==> src/rtl/gpio_cond_pkg.sv <==
// Shared defaults and sizing helper for the GPIO input conditioner.
package gpio_cond_pkg;

    localparam int DW_DEF       = 16;
    localparam int SYNC_DEF     = 2;
    localparam int DB_LIMIT_DEF = 4;

    function automatic int cnt_w(input int limit);
        return $clog2(limit + 1);
    endfunction

endpackage

==> src/rtl/gpio_db_bit.sv <==
// One GPIO bit: synchroniser, debounce counter, stable level and flip pulses.
module gpio_db_bit
    import gpio_cond_pkg::*;
#(
    parameter int SYNC_STAGES = SYNC_DEF,
    parameter int DB_LIMIT    = DB_LIMIT_DEF
) (
    input  logic clk,
    input  logic rst,
    input  logic i_pin,
    output logic o_level,
    output logic o_rise,
    output logic o_fall
);

    localparam int CW = cnt_w(DB_LIMIT);
    localparam logic [CW-1:0] CNT_MAX = CW'(DB_LIMIT - 1);

    logic [SYNC_STAGES-1:0] r_sync;
    logic                   r_stable;
    logic [CW-1:0]          r_cnt;
    logic                   w_s;
    logic                   w_flip;

    assign w_s    = r_sync[SYNC_STAGES-1];
    assign w_flip = (w_s != r_stable) && (r_cnt == CNT_MAX);

    always_ff @(posedge clk) begin
        if (!rst) begin
            r_sync   <= '0;
            r_stable <= 1'b0;
            r_cnt    <= '0;
        end else begin
            r_sync <= {r_sync[SYNC_STAGES-2:0], i_pin};
            if (w_s == r_stable) begin
                r_cnt <= '0;
            end else if (r_cnt == CNT_MAX) begin
                r_stable <= w_s;
                r_cnt    <= '0;
            end else begin
                r_cnt <= r_cnt + CW'(1);
            end
        end
    end

    assign o_level = r_stable;
    assign o_rise  = w_flip & w_s;
    assign o_fall  = w_flip & ~w_s;

endmodule

==> src/rtl/gpio_in_cond.sv <==
// GPIO input conditioner: per-bit debounce plus sticky edge flags and irq.
// Optional GPIO_IRQ_MASK_EN adds an irq_mask input gating flag bits into irq.
module gpio_in_cond
    import gpio_cond_pkg::*;
#(
    parameter int DW          = DW_DEF,
    parameter int SYNC_STAGES = SYNC_DEF,
    parameter int DB_LIMIT    = DB_LIMIT_DEF
) (
    input  logic          clk,
    input  logic          rst,
    input  logic [DW-1:0] pin_in,
    output logic [DW-1:0] gpio_in,
    output logic [DW-1:0] rise,
    output logic [DW-1:0] fall,
    input  logic          clr_en,
    input  logic [DW-1:0] clr_mask,
`ifdef GPIO_IRQ_MASK_EN
    input  logic [DW-1:0] irq_mask,
`endif
    output logic          irq
);

    logic [DW-1:0] w_level;
    logic [DW-1:0] w_rise_p;
    logic [DW-1:0] w_fall_p;
    logic [DW-1:0] w_clr;
    logic [DW-1:0] r_rise;
    logic [DW-1:0] r_fall;

    for (genvar g = 0; g < DW; g++) begin : g_bit
        gpio_db_bit #(
            .SYNC_STAGES (SYNC_STAGES),
            .DB_LIMIT    (DB_LIMIT)
        ) u_bit (
            .clk     (clk),
            .rst     (rst),
            .i_pin   (pin_in[g]),
            .o_level (w_level[g]),
            .o_rise  (w_rise_p[g]),
            .o_fall  (w_fall_p[g])
        );
    end

    assign w_clr = clr_en ? clr_mask : '0;

    // New edges are OR-ed in after the clear so a same-edge set survives.
    always_ff @(posedge clk) begin
        if (!rst) begin
            r_rise <= '0;
            r_fall <= '0;
        end else begin
            r_rise <= (r_rise & ~w_clr) | w_rise_p;
            r_fall <= (r_fall & ~w_clr) | w_fall_p;
        end
    end

    assign gpio_in = w_level;
    assign rise    = r_rise;
    assign fall    = r_fall;

`ifdef GPIO_IRQ_MASK_EN
    assign irq = |((r_rise | r_fall) & irq_mask);
`else
    assign irq = |(r_rise | r_fall);
`endif

endmodule

==> config.mk <==
export PLATFORM = sky130hd
export DESIGN_NAME = gpio_in_cond
export DESIGN_NICKNAME = d
export VERILOG_FILES = /design/src/rtl/gpio_cond_pkg.sv /design/src/rtl/gpio_db_bit.sv /design/src/rtl/gpio_in_cond.sv
export SDC_FILE = /design/constraint.sdc
export NUM_CORES = 1
export LEC_CHECK = 0
export BUFFER_PORTS_ARGS = -buffer_cell sky130_fd_sc_hd__buf_2
export CORE_ASPECT_RATIO = 1.1
export CORE_UTILIZATION = 30
export CTS_CLUSTER_SIZE = 20
export DETAILED_ROUTE_END_ITERATION = 6
export PLACE_DENSITY = 0.56
export SLEW_MARGIN = 15
export SYNTH_ARGS = -nofsm -noshare
export SYNTH_HDL_FRONTEND = slang
export SYNTH_SLANG_ARGS = --single-unit
==> constraint.sdc <==
create_clock -name clk -period 2.7 [get_ports clk]
set_clock_uncertainty 0.15 [all_clocks]
set_input_delay 0.405 -clock clk [delete_from_list [all_inputs] [get_ports clk]]
set_output_delay 0.405 -clock clk [all_outputs]
set_load 0.02 [all_outputs]
* Word-level counts from Yosys, hierarchy flattened *
Index checks and enable logic that the tools add are counted.
W data, S select, Z words.

cells by class
  div/mod/pow operators = 0
  shift operators = 0
  $lt $le $gt $ge = 0
  reduce and logical (&&, ||, !) cells = 49
  bitwise logic cells = 71
  add/sub/neg operators = 16
  equal/unequal tests = 48
  multiplexer cells = 1
  $mul = 0

operator list
  operator               count
  $add A3 B1 Y3 const B  16
  $eq A3 B2 Y1 const B   16
  $or A16 B16 Y16        3
  $reduce_or A3 Y1       16
  $not A1 Y1             33
  $and A1 B1 Y1          32
  $and A16 B16 Y16       2
  $reduce_and A2 Y1      16
  $eq A1 B1 Y1           16
  $logic_and A1 B1 Y1    16
  $mux W16               1
  $ne A1 B1 Y1           16
  $not A16 Y16           1
  $reduce_or A16 Y1      1

storage, ports and cells
  bits in read-only memories = 0
  input bits = 35
  bits in latches = 0
  word-level logic and storage cells = 235
  memories = 0
  output and inout port bits = 49
  RAM bits = 0
  register bits after elaboration = 128

* Logic depth before layout (Yosys ltp) *
Gate-level depths: netlist (run 1).

  word-level depth = 4
  mapped depth = 5
  gate-level depth less buffers = 5

* By module *
Synthesis (run 1) repeated with hierarchy kept, for this count alone.

unflattened totals
  cell total of the unflattened synthesis = 448
  area, all modules = 4863.4 sq um

by module, submodules not included
  module        area an instance (sq um)  seq. area each (sq um)  instances  cells each
  gpio_db_bit   231.5                     120.1                   16         20
  gpio_in_cond  1159.9                    640.6                   1          128

* Least setup slack after synthesis (run 1) *
OpenSTA, ideal clock, no wires.

  kind = register to output
  start point = register r_fall[10], in the netlist fall[10]
  end point = output port irq
  required time = 2145 ps
  data arrival time = 1049 ps
  cell stages (with the launch flop) = 4
  path buffers = 0
  path slack = 1096 ps
  path through = dfxtp_1 nor4_1 nand4_1 or2_1

on the way
  longest elaborated chain between the ends = 2

RTL lines
  item                      line                source
  start: declaration        gpio_in_cond.sv:29  logic [DW-1:0] r_fall;
  start signal: assignment  gpio_in_cond.sv:54  r_fall <= (r_fall & ~w_clr) | w_fall_p;
  $or A16 B16 Y16           gpio_in_cond.sv:65  assign irq = |(r_rise | r_fall);
  $reduce_or A16 Y1         gpio_in_cond.sv:65
  end: declaration          gpio_in_cond.sv:21  output logic irq

No other way between the ends.

* Final worst setup path (run 1) *
  start point = register r_rise[7], in the netlist rise[7]
  end point = output port irq

on the way
  longest elaborated chain between the ends = 2

RTL lines
  item                      line                source
  start: declaration        gpio_in_cond.sv:28  logic [DW-1:0] r_rise;
  start signal: assignment  gpio_in_cond.sv:53  r_rise <= (r_rise & ~w_clr) | w_rise_p;
  $or A16 B16 Y16           gpio_in_cond.sv:65
  $reduce_or A16 Y1         gpio_in_cond.sv:65

No other way between the ends.

==> run_results.csv, run 1 <==
group,metric,value,unit
outcome,status,"finished, violations left",
outcome,violations,"DRC",
drt,dr.first_iter.drc_count,120,
yosys,synth_top_cell_by_area,"dfxtp_1",
setup_path,max_stage_delay,0.43,ns
timing,fin_crit,2.30,ns
global_routing,grtUsageMet3,5.30,%
global_routing,grt_pass1_wl,16800,µm
timing,worstMarginPinSlew,0.683,ns
cts,cts_setup_buffers,0,
cells_and_area,drive_gt1_share,20.6,%
drt,first_pass_iters,7,
pwr,ir_drop,440,µV
cts,hold_buffers,0,
cts,numCtsBuffers,17,
floorplanning,die_area,17300,µm²
setup_path,cp_num_cells,4,
timing,rsz0062_at_grt,"false",
timing,worst_slack,0.400,ns
drt,vias_per_cell,4.28,
cells_and_area,final_util,37.1,%
cells_and_area,postLayoutCellArea,6090,µm²
yosys,yosys_warnings,0,
cts,clk_latency,0.41,ns
yosys,ys_seq_area_share,50.8,%
yosys,netlist_area,5050,µm²
cts,cts-resized-gates,0,
setup_path,endpoint_kind,"primary output",
global_routing,first_global_vias,3404,
timing,slew_headroom,54.5,%
cells_and_area,syn_to_final_growth,20.7,%
timing,fmax,0.435,GHz
setup_path,rrSetupSlack,1.37,ns
yosys,avgSynthCellArea,10.0,µm²
floorplanning,die_x,126,µm
global_routing,busiest_layer,"met2",
run,drv_cap,0,
drt,vias,3413,
setup_path,cp_data_required_time,2.14,ns
setup_path,rr_worst_depth,5,
timing,setup_viol,0,
global_routing,met2_usage,20.8,%
cells_and_area,final_cell_mix,"dfxtp_1 (128), buf_2 (82), nor2_1 (64)",
cts,clockRootBuffer,"clkbuf_16",
setup_path,cp_max_fo,3,
drt,drc,6,
cts,clk_path_buf_depth,2,
timing,drv_slew,0,
yosys,netlist-cell-type-count,23,
cells_and_area,layout_commonest_cell,"dfxtp_1",
placement,placed_area,5530,µm²
cts,cts_tree,"built",
setup_path,cp.arrival,1.75,ns
global_routing,antenna_found_initial,1,
placement,place_congestion,0.725,
placement,detailedPlace.worstSlack,0.744,ns
setup_path,worstSetupPathType,"flip-flop to primary output",
global_routing,grt_max_degree,67,
yosys,syn-num-nets,570,
timing,hold_viol,0,
cts,cts.sinks,128,
timing,min_period_over_period,85.2,%
drt,antenna_left,0,
min_path,hold_path_class,"input pin to flip-flop",
yosys,netlist.area_leader.share,50.8,%
setup_path,critPathTopFamily,"simple AND/OR/NAND/NOR gates",
cells_and_area,fin_nets,647,
setup_path,crit_path_start_kind,"flip-flop",
floorplanning,floorplan.die.height,138,µm
yosys,synth.ff_latch_count,128,
global_routing,use_met1,14.4,%
yosys,synthTopCellsByArea,"dfxtp_1 (51%), ha_1 (7.9%), and2_1 (5.5%)",
setup_path,crit_slowest_cell,"nor4_1",
floorplanning,start_util,30.7,%
drt,wl_per_cell,12.8,µm
global_routing,overflow,0,
yosys,synthCells,503,
cts,htreeDepth,4,
setup_path,path_buf_inv,1,
placement,port_buffers,83,
setup_path,critical_path.cell_chain,"nor4_1, nand4_1, or2_1, buf_2",
global_routing,gr-usage-all-layers,12.8,%
pwr,p_total,4.20,mW
drt,finalWirelength,10200,µm
pwr,p_per_area,689,nW/µm²
floorplanning,placement_rows,49,
cts,path_clk_slew,0.05,ns
pwr,p_leak,2.87,nW
floorplanning,pin_count,84,
min_path,worstHoldPathCells,2,
timing,finalSetupTns,0,ns
floorplanning,fp.coreArea,16400,µm²
placement,dpl.hpwl,7720,µm
## where the power goes
group	internal, mW	switching, mW	total, mW
sequential	1.92	0.0156	1.94
clock	1.39	0.748	2.14
combinational	0.0547	0.0646	0.119
## kinds of logic after synthesis
logic type | after synthesis | synth area share, %
compound gates | 48 | 7.54
xor+xnor | 16 | 2.78
fa+ha+maj | 32 | 7.93
buf+inv | 76 | 7.71
flops | 128 | 50.8
simple gates | 203 | 23.3
## layout make-up
type / count / area [µm²]
diodes: 1 / 2.50
clock buffers: 24 / 472
clock inverters: 7 / 85.1
fillers: 1631 / 10300
inverters: 48 / 180
multi-input cells: 299 / 2100
flip-flops and latches: 128 / 2560
well taps: 204 / 255
repair buffers: 86 / 440
## Yosys cell counts
| cell | instances |
|---|---|
| a21boi_0 | 16 |
| a32oi_1 | 16 |
| and2_0 | 4 |
| and2_1 | 44 |
| buf_12 | 1 |
| buf_2 | 4 |
| buf_4 | 18 |
| buf_6 | 2 |
| clkbuf_1 | 3 |
| dfxtp_1 | 128 |
| ha_1 | 32 |
| inv_1 | 48 |
| nand2_1 | 32 |
| nand2b_1 | 16 |
| nand3b_1 | 6 |
| nand3b_4 | 10 |
| nand4_1 | 2 |
| nor2_1 | 64 |
| nor2b_1 | 16 |
| nor4_1 | 8 |
| o21a_1 | 16 |
| or2_1 | 1 |
| xor2_1 | 16 |
## sequential cells by signal (all words and copies together) (netlist names)
register and cells:
g_bit.u_bit.r_sync 32, g_bit.u_bit.r_cnt 48, g_bit.u_bit.o_level 16, rise 16, fall 16
## stage by stage
step | instances | hold slack (ns)
3_3_place_gp | 765 | 0.253
2_1_floorplan | 503 | 0.247
6_report | 797 | 0.0501
4_1_cts | 796 | 0.0282
5_1_grt | 797 | 0.0371
3_5_place_dp | 765 | 0.258
## worst paths after layout
path,startpoint,to
worst max-delay path,rise[7],irq
worst min-delay path,pin_in[6],g_bit[6].u_bit.r_sync[0]
worst max register to register,g_bit[4].u_bit.r_cnt[0],rise[4]
worst min register to register,g_bit[5].u_bit.r_cnt[0],g_bit[5].u_bit.r_cnt[0]
## metal layers
| layer | part of all wire (%) | up-vias |
|---|---|---|
| met1 | 44 | 1571 |
| met4 | 2.2 | 0 |
| met3 | 6.3 | 14 |
| met2 | 48 | 67 |
| met5 | 0 | - |
| li1 | - | 1761 |
No activity file was read; power rests on OpenSTA's default activity.
==> run 2: changes to the inputs <==
Settings changed: BUFFER_PORTS_ARGS -buffer_cell sky130_fd_sc_hd__buf_2 to not set, DONT_BUFFER_PORTS set to 1, PLACE_DENSITY 0.56 to 0.52.
==> run 2 against run 1 <==
Against the previous run:
- the run still ends with DRC left
- critical path depth is 1 lower
- combinational power fell by 7%
- highest routed layer unchanged
- total power rose by 3.9%
- clock-buffer cell count shrank 3
- design area shrank 3.2%
- via count down 5.2%
- final cell count is 8.7% lower
- wire length grew 0.70%
- fmax shrank 7.6%
- sequential cell count unchanged
- sequential power about the same
- register-to-register slack got worse by 0.08 ns
- largest cell class unchanged
==> run_results.csv, run 2 (synthesis results as in run 1) <==
group,metric,value,unit
cells_and_area,largest_register,"g_bit.u_bit.r_cnt",
cts,clk_path_buf_depth,2,
pwr,p_int,3.49,mW
floorplanning,fp.coreArea,16400,µm²
drt,antenna_left,0,
drt,finalWirelength,10300,µm
pwr,p_per_area,739,nW/µm²
run,drv_cap,0,
setup_path,worstSetupPathType,"flip-flop to primary output",
global_routing,grt_pass1_wl,16700,µm
cts,numCtsBuffers,17,
cts,htreeDepth,4,
drt,vias_per_cell,4.44,
drt,wl_per_cell,14.1,µm
setup_path,endpoint_kind,"primary output",
pwr,ir_drop,390,µV
setup_path,cp.arrival,1.93,ns
cells_and_area,reg_top3,"g_bit.u_bit.r_cnt (48), g_bit.u_bit.r_sync (32)",
setup_path,cp_max_fo,3,
cells_and_area,final_util,35.9,%
timing,worst_slack,0.212,ns
placement,dpl.hpwl,7150,µm
timing,finalSetupTns,0,ns
cts,clk_latency,0.41,ns
floorplanning,start_util,30.7,%
outcome,violations,"DRC",
min_path,hp-start,"rst",
global_routing,grtUsageMet3,4.37,%
outcome,status,"finished, violations left",
timing,hold_viol,0,
pwr,combPwrFrac,2.5,%
cts,cts_tree,"built",
cells_and_area,drive_gt1_share,7.82,%
floorplanning,pin_count,84,
pwr,power_frac_seq,44.4,%
global_routing,use_met1,14.8,%
timing,fin_crit,2.49,ns
drt,vias,3235,
floorplanning,die_x,126,µm
cells_and_area,antenna_cells,0,
cells_and_area,largest_register_ffs,48,
setup_path,crit_path_start,"fall[1]",
timing,worstMarginPinSlew,0.642,ns
min_path,hold_path_class,"input pin to flip-flop",
cells_and_area,fin_nets,579,
pwr,pwr-share-clk,53.1,%
floorplanning,placement_rows,49,
timing,slew_headroom,56.8,%
pwr,p_total,4.36,mW
global_routing,antenna_found_initial,0,
global_routing,gr-usage-all-layers,12.8,%
pwr,switching_share,20.0,%
placement,port_buffers,0,
drt,drc,4,
timing,drv_slew,0,
cts,cts-resized-gates,0,
timing,fmax,0.402,GHz
global_routing,busiest_layer,"met2",
placement,dp.cells,679,
global_routing,met2_usage,21.0,%
global_routing,first_global_vias,3312,
cts,path_clk_slew,0.06,ns
timing,min_period_over_period,92.2,%
placement,detailedPlace.worstSlack,0.628,ns
cts,cts.sinks,128,
global_routing,grt_max_degree,86,
placement,place_congestion,0.767,
cts,clockRootBuffer,"clkbuf_16",
timing,rsz0062_at_grt,"false",
setup_path,crit_path_start_kind,"flip-flop",
pwr,p_leak,2.54,nW
floorplanning,floorplan.die.height,138,µm
cells_and_area,layout_commonest_cell,"dfxtp_1",
cts,cts_setup_buffers,0,
cells_and_area,final_cell_count_no_fill,728,
timing,setup_viol,0,
cells_and_area,final_cell_mix,"dfxtp_1 (128), nor2_1 (64), inv_1 (48)",
floorplanning,die_area,17300,µm²
cells_and_area,syn_to_final_growth,16.8,%
pwr,p_sw,0.870,mW
setup_path,cp_data_required_time,2.14,ns
setup_path,r2r_start,"g_bit[8].u_bit.r_cnt[0]",
global_routing,overflow,0,
drt,first_pass_iters,6,
drt,dr.first_iter.drc_count,113,
==> run 2: cell type report <==
class / count / area [µm²]
fill: 1675 / 10500
sequential: 128 / 2560
multi-input combinational: 299 / 2100
clock buffer: 21 / 470
tap: 204 / 255
timing repair buffer: 18 / 198
inverter: 48 / 180
clock inverter: 10 / 135
==> run 2: critical path, stage by stage (launching register included) <==
cell     delay, ns
dfxtp_1       0.40
nor4_1        0.63
nand4_1       0.15
or2_1         0.35
==> run 2: per-stage QoR <==
| stage | area [µm²] | hold slack, ns |
|---|---|---|
| floorplan | 5050 | 0.247 |
| global placement | 5090 | 0.253 |
| detailed placement | 5090 | 0.260 |
| CTS | 5900 | 0.0133 |
| global route | 5900 | 0.0269 |
| finish | 5900 | 0.0324 |
==> run 2: path summary, 6_finish.rpt <==
check,end,slack [ns],cells past startpoint
hold reg to reg,g_bit[10].u_bit.r_cnt[0],0.27,1
setup reg to reg,rise[8],1.29,5
setup / recovery,irq,0.21,3
hold / removal,g_bit[13].u_bit.r_cnt[2],0.03,2
==> run 2: timing repair <==
action / 4_1_cts / 5_1_grt
hold buffers: 18 / 0
endpoints found under the setup margin: 0 / 0
endpoints found under the hold margin: 103 / 0
==> run 2: power by group through the flow <==
stage | Combinational (mW) | Clock [mW] | Sequential [mW]
floorplan | 0.0836 | 0 | 1.97
CTS | 0.115 | 2.39 | 1.93
finish | 0.111 | 2.31 | 1.93
global placement | 0.0637 | 0 | 1.97
detailed placement | 0.0663 | 0 | 1.98
global route | 0.124 | 2.48 | 1.94
==> run 2: routing by layer <==
layer  part of all wire [%]  routed length (µm)
met2                     48                4960
met4                    2.5                 255
met5                      0                   0
met3                    4.2                 436
met1                     45                4630
==> run 3: changes to the inputs <==
Settings changed: CORE_ASPECT_RATIO 1.1 to 0.7.
==> run 3 against run 2 <==
Against the previous run:
- the flow now finishes without violations
- highest routed layer is now met5
- worst hold slack better by 0.010 ns
- fmax down 2.9%
- largest power group unchanged
- non-clock buffer count up 5
- largest cell class unchanged
- global-route usage increased by 0.38 points
- sequential cell count unchanged
==> run_results.csv, run 3 (synthesis results as in run 1) <==
group,metric,value,unit
cts,clk_path_buf_depth,2,
placement,port_buffers,0,
timing,worstMarginPinSlew,0.736,ns
timing,fmax,0.390,GHz
timing,hold_viol,0,
timing,drv_slew,0,
timing,setup_viol,0,
setup_path,endpoint_kind,"primary output",
drt,vias_per_cell,4.32,
floorplanning,placement_rows,39,
pwr,ir_drop,341,µV
cells_and_area,antenna_cells,0,
cells_and_area,final_util,36.5,%
cells_and_area,fin_nets,584,
pwr,p_leak,2.57,nW
pwr,p_sw,0.931,mW
global_routing,gr-usage-all-layers,13.2,%
floorplanning,die_x,157,µm
placement,dp.cells,701,
run,drv_cap,0,
cts,cts_setup_buffers,0,
pwr,p_total,4.42,mW
drt,drc,0,
cts,cts.sinks,128,
timing,finalSetupTns,0,ns
cells_and_area,largest_register_ffs,48,
timing,rsz0062_at_grt,"false",
cells_and_area,syn_to_final_growth,18.7,%
global_routing,grt_max_degree,64,
placement,dpl.hpwl,7070,µm
global_routing,grt_pass1_wl,17000,µm
drt,vias,3261,
pwr,p_int,3.49,mW
cells_and_area,largest_register,"g_bit.u_bit.r_cnt",
placement,place_congestion,0.695,
min_path,hold_path_class,"input pin to flip-flop",
setup_path,worstSetupPathType,"flip-flop to primary output",
cts,cts_tree,"built",
cts,clockRootBuffer,"clkbuf_16",
global_routing,antenna_found_initial,1,
pwr,pwr-share-clk,53.5,%
global_routing,first_global_vias,3328,
cells_and_area,drive_gt1_share,8.30,%
cts,numCtsBuffers,17,
pwr,combPwrFrac,2.7,%
setup_path,crit_path_start_kind,"flip-flop",
cts,path_clk_slew,0.06,ns
global_routing,overflow,0,
setup_path,cp_data_required_time,2.14,ns
floorplanning,die_area,17400,µm²
drt,dr.first_iter.drc_count,115,
cells_and_area,final_cell_mix,"dfxtp_1 (128), nor2_1 (64), inv_1 (48)",
cts,htreeDepth,4,
pwr,p_per_area,737,nW/µm²
cells_and_area,layout_commonest_cell,"dfxtp_1",
cells_and_area,final_cell_count_no_fill,755,
drt,wl_per_cell,14.1,µm
floorplanning,fp.coreArea,16400,µm²
pwr,power_frac_seq,43.8,%
drt,antenna_left,0,
timing,slew_headroom,50.5,%
floorplanning,start_util,30.8,%
timing,min_period_over_period,94.9,%
floorplanning,floorplan.die.height,111,µm
drt,first_pass_iters,6,
setup_path,max_stage_delay,0.69,ns
cts,clk_latency,0.40,ns
setup_path,crit_slowest_cell,"nor4_1",
setup_path,critical_path.cell_chain,"nor4_1, nand4_1, or2_1",
pwr,switching_share,21.1,%
setup_path,cp_max_fo,3,
min_path,worstHoldPathCells,2,
cells_and_area,reg_top3,"g_bit.u_bit.r_cnt (48), g_bit.u_bit.r_sync (32)",
timing,hold-worst-slack,0.0429,ns
timing,fin_crit,2.56,ns
setup_path,cp.arrival,2.01,ns
setup_path,rr_worst_depth,5,
outcome,status,"finished clean",
drt,finalWirelength,10600,µm
floorplanning,pin_count,84,
run 3: power by group through the flow:
stage	clock network (mW)	registers, mW	logic (mW)
3_5_place_dp	0	1.98	0.0662
2_1_floorplan	0	1.97	0.0836
3_3_place_gp	0	1.98	0.0646
6_report	2.36	1.93	0.120
4_1_cts	2.43	1.93	0.123
5_1_grt	2.53	1.94	0.134
run 3: layout make-up:
type | count | area [µm²]
fillers | 1656 | 10400
well taps | 225 | 282
clock inverters | 12 | 159
multi-input cells | 299 | 2100
flip-flops and latches | 128 | 2560
repair buffers | 23 | 255
clock buffers | 20 | 457
inverters | 48 | 180
run 3: through the flow:
| stage | cell area [µm²] | worst slack (ns) |
|---|---|---|
| 2_1_floorplan | 5050 | 1.10 |
| 3_3_place_gp | 5130 | 0.624 |
| 3_5_place_dp | 5130 | 0.625 |
| 4_1_cts | 5990 | 0.176 |
| 5_1_grt | 5990 | 0.0500 |
| 6_report | 5990 | 0.137 |
run 3: final timing paths:
| check | start | end | slack (ns) |
|---|---|---|---|
| setup / recovery | rise[0] | irq | 0.14 |
| setup reg to reg | g_bit[1].u_bit.r_cnt[0] | rise[1] | 1.35 |
| hold / removal | rst | g_bit[9].u_bit.r_cnt[0] | 0.04 |
| hold reg to reg | g_bit[13].u_bit.r_cnt[0] | g_bit[13].u_bit.r_cnt[0] | 0.27 |
run 3: what timing repair did:
action | 4_1_cts | 5_1_grt
gates resized for setup | 0 | 0
hold endpoints to repair | 77 | 0
hold buffers | 22 | 0
run 3: routing by layer:
| layer | vias to the layer above | part of all wire (%) | wire length (µm) | global-route usage, % |
|---|---|---|---|---|
| li1 | 1636 | - | - | - |
| met1 | 1545 | 47 | 4940 | 15.6 |
| met2 | 70 | 47 | 4950 | 21.7 |
| met3 | 8 | 5.9 | 631 | 4.79 |
| met4 | 2 | 0.69 | 73 | 4.66 |
| met5 | - | 0.12 | 13 | 0 |
run 3: critical path, delay by kind of cell (launching register included):
| family | cells | cell delay [ns] |
|---|---|---|
| flip-flops | 1 | 0.39 |
| AND/OR/NAND/NOR | 3 | 1.21 |
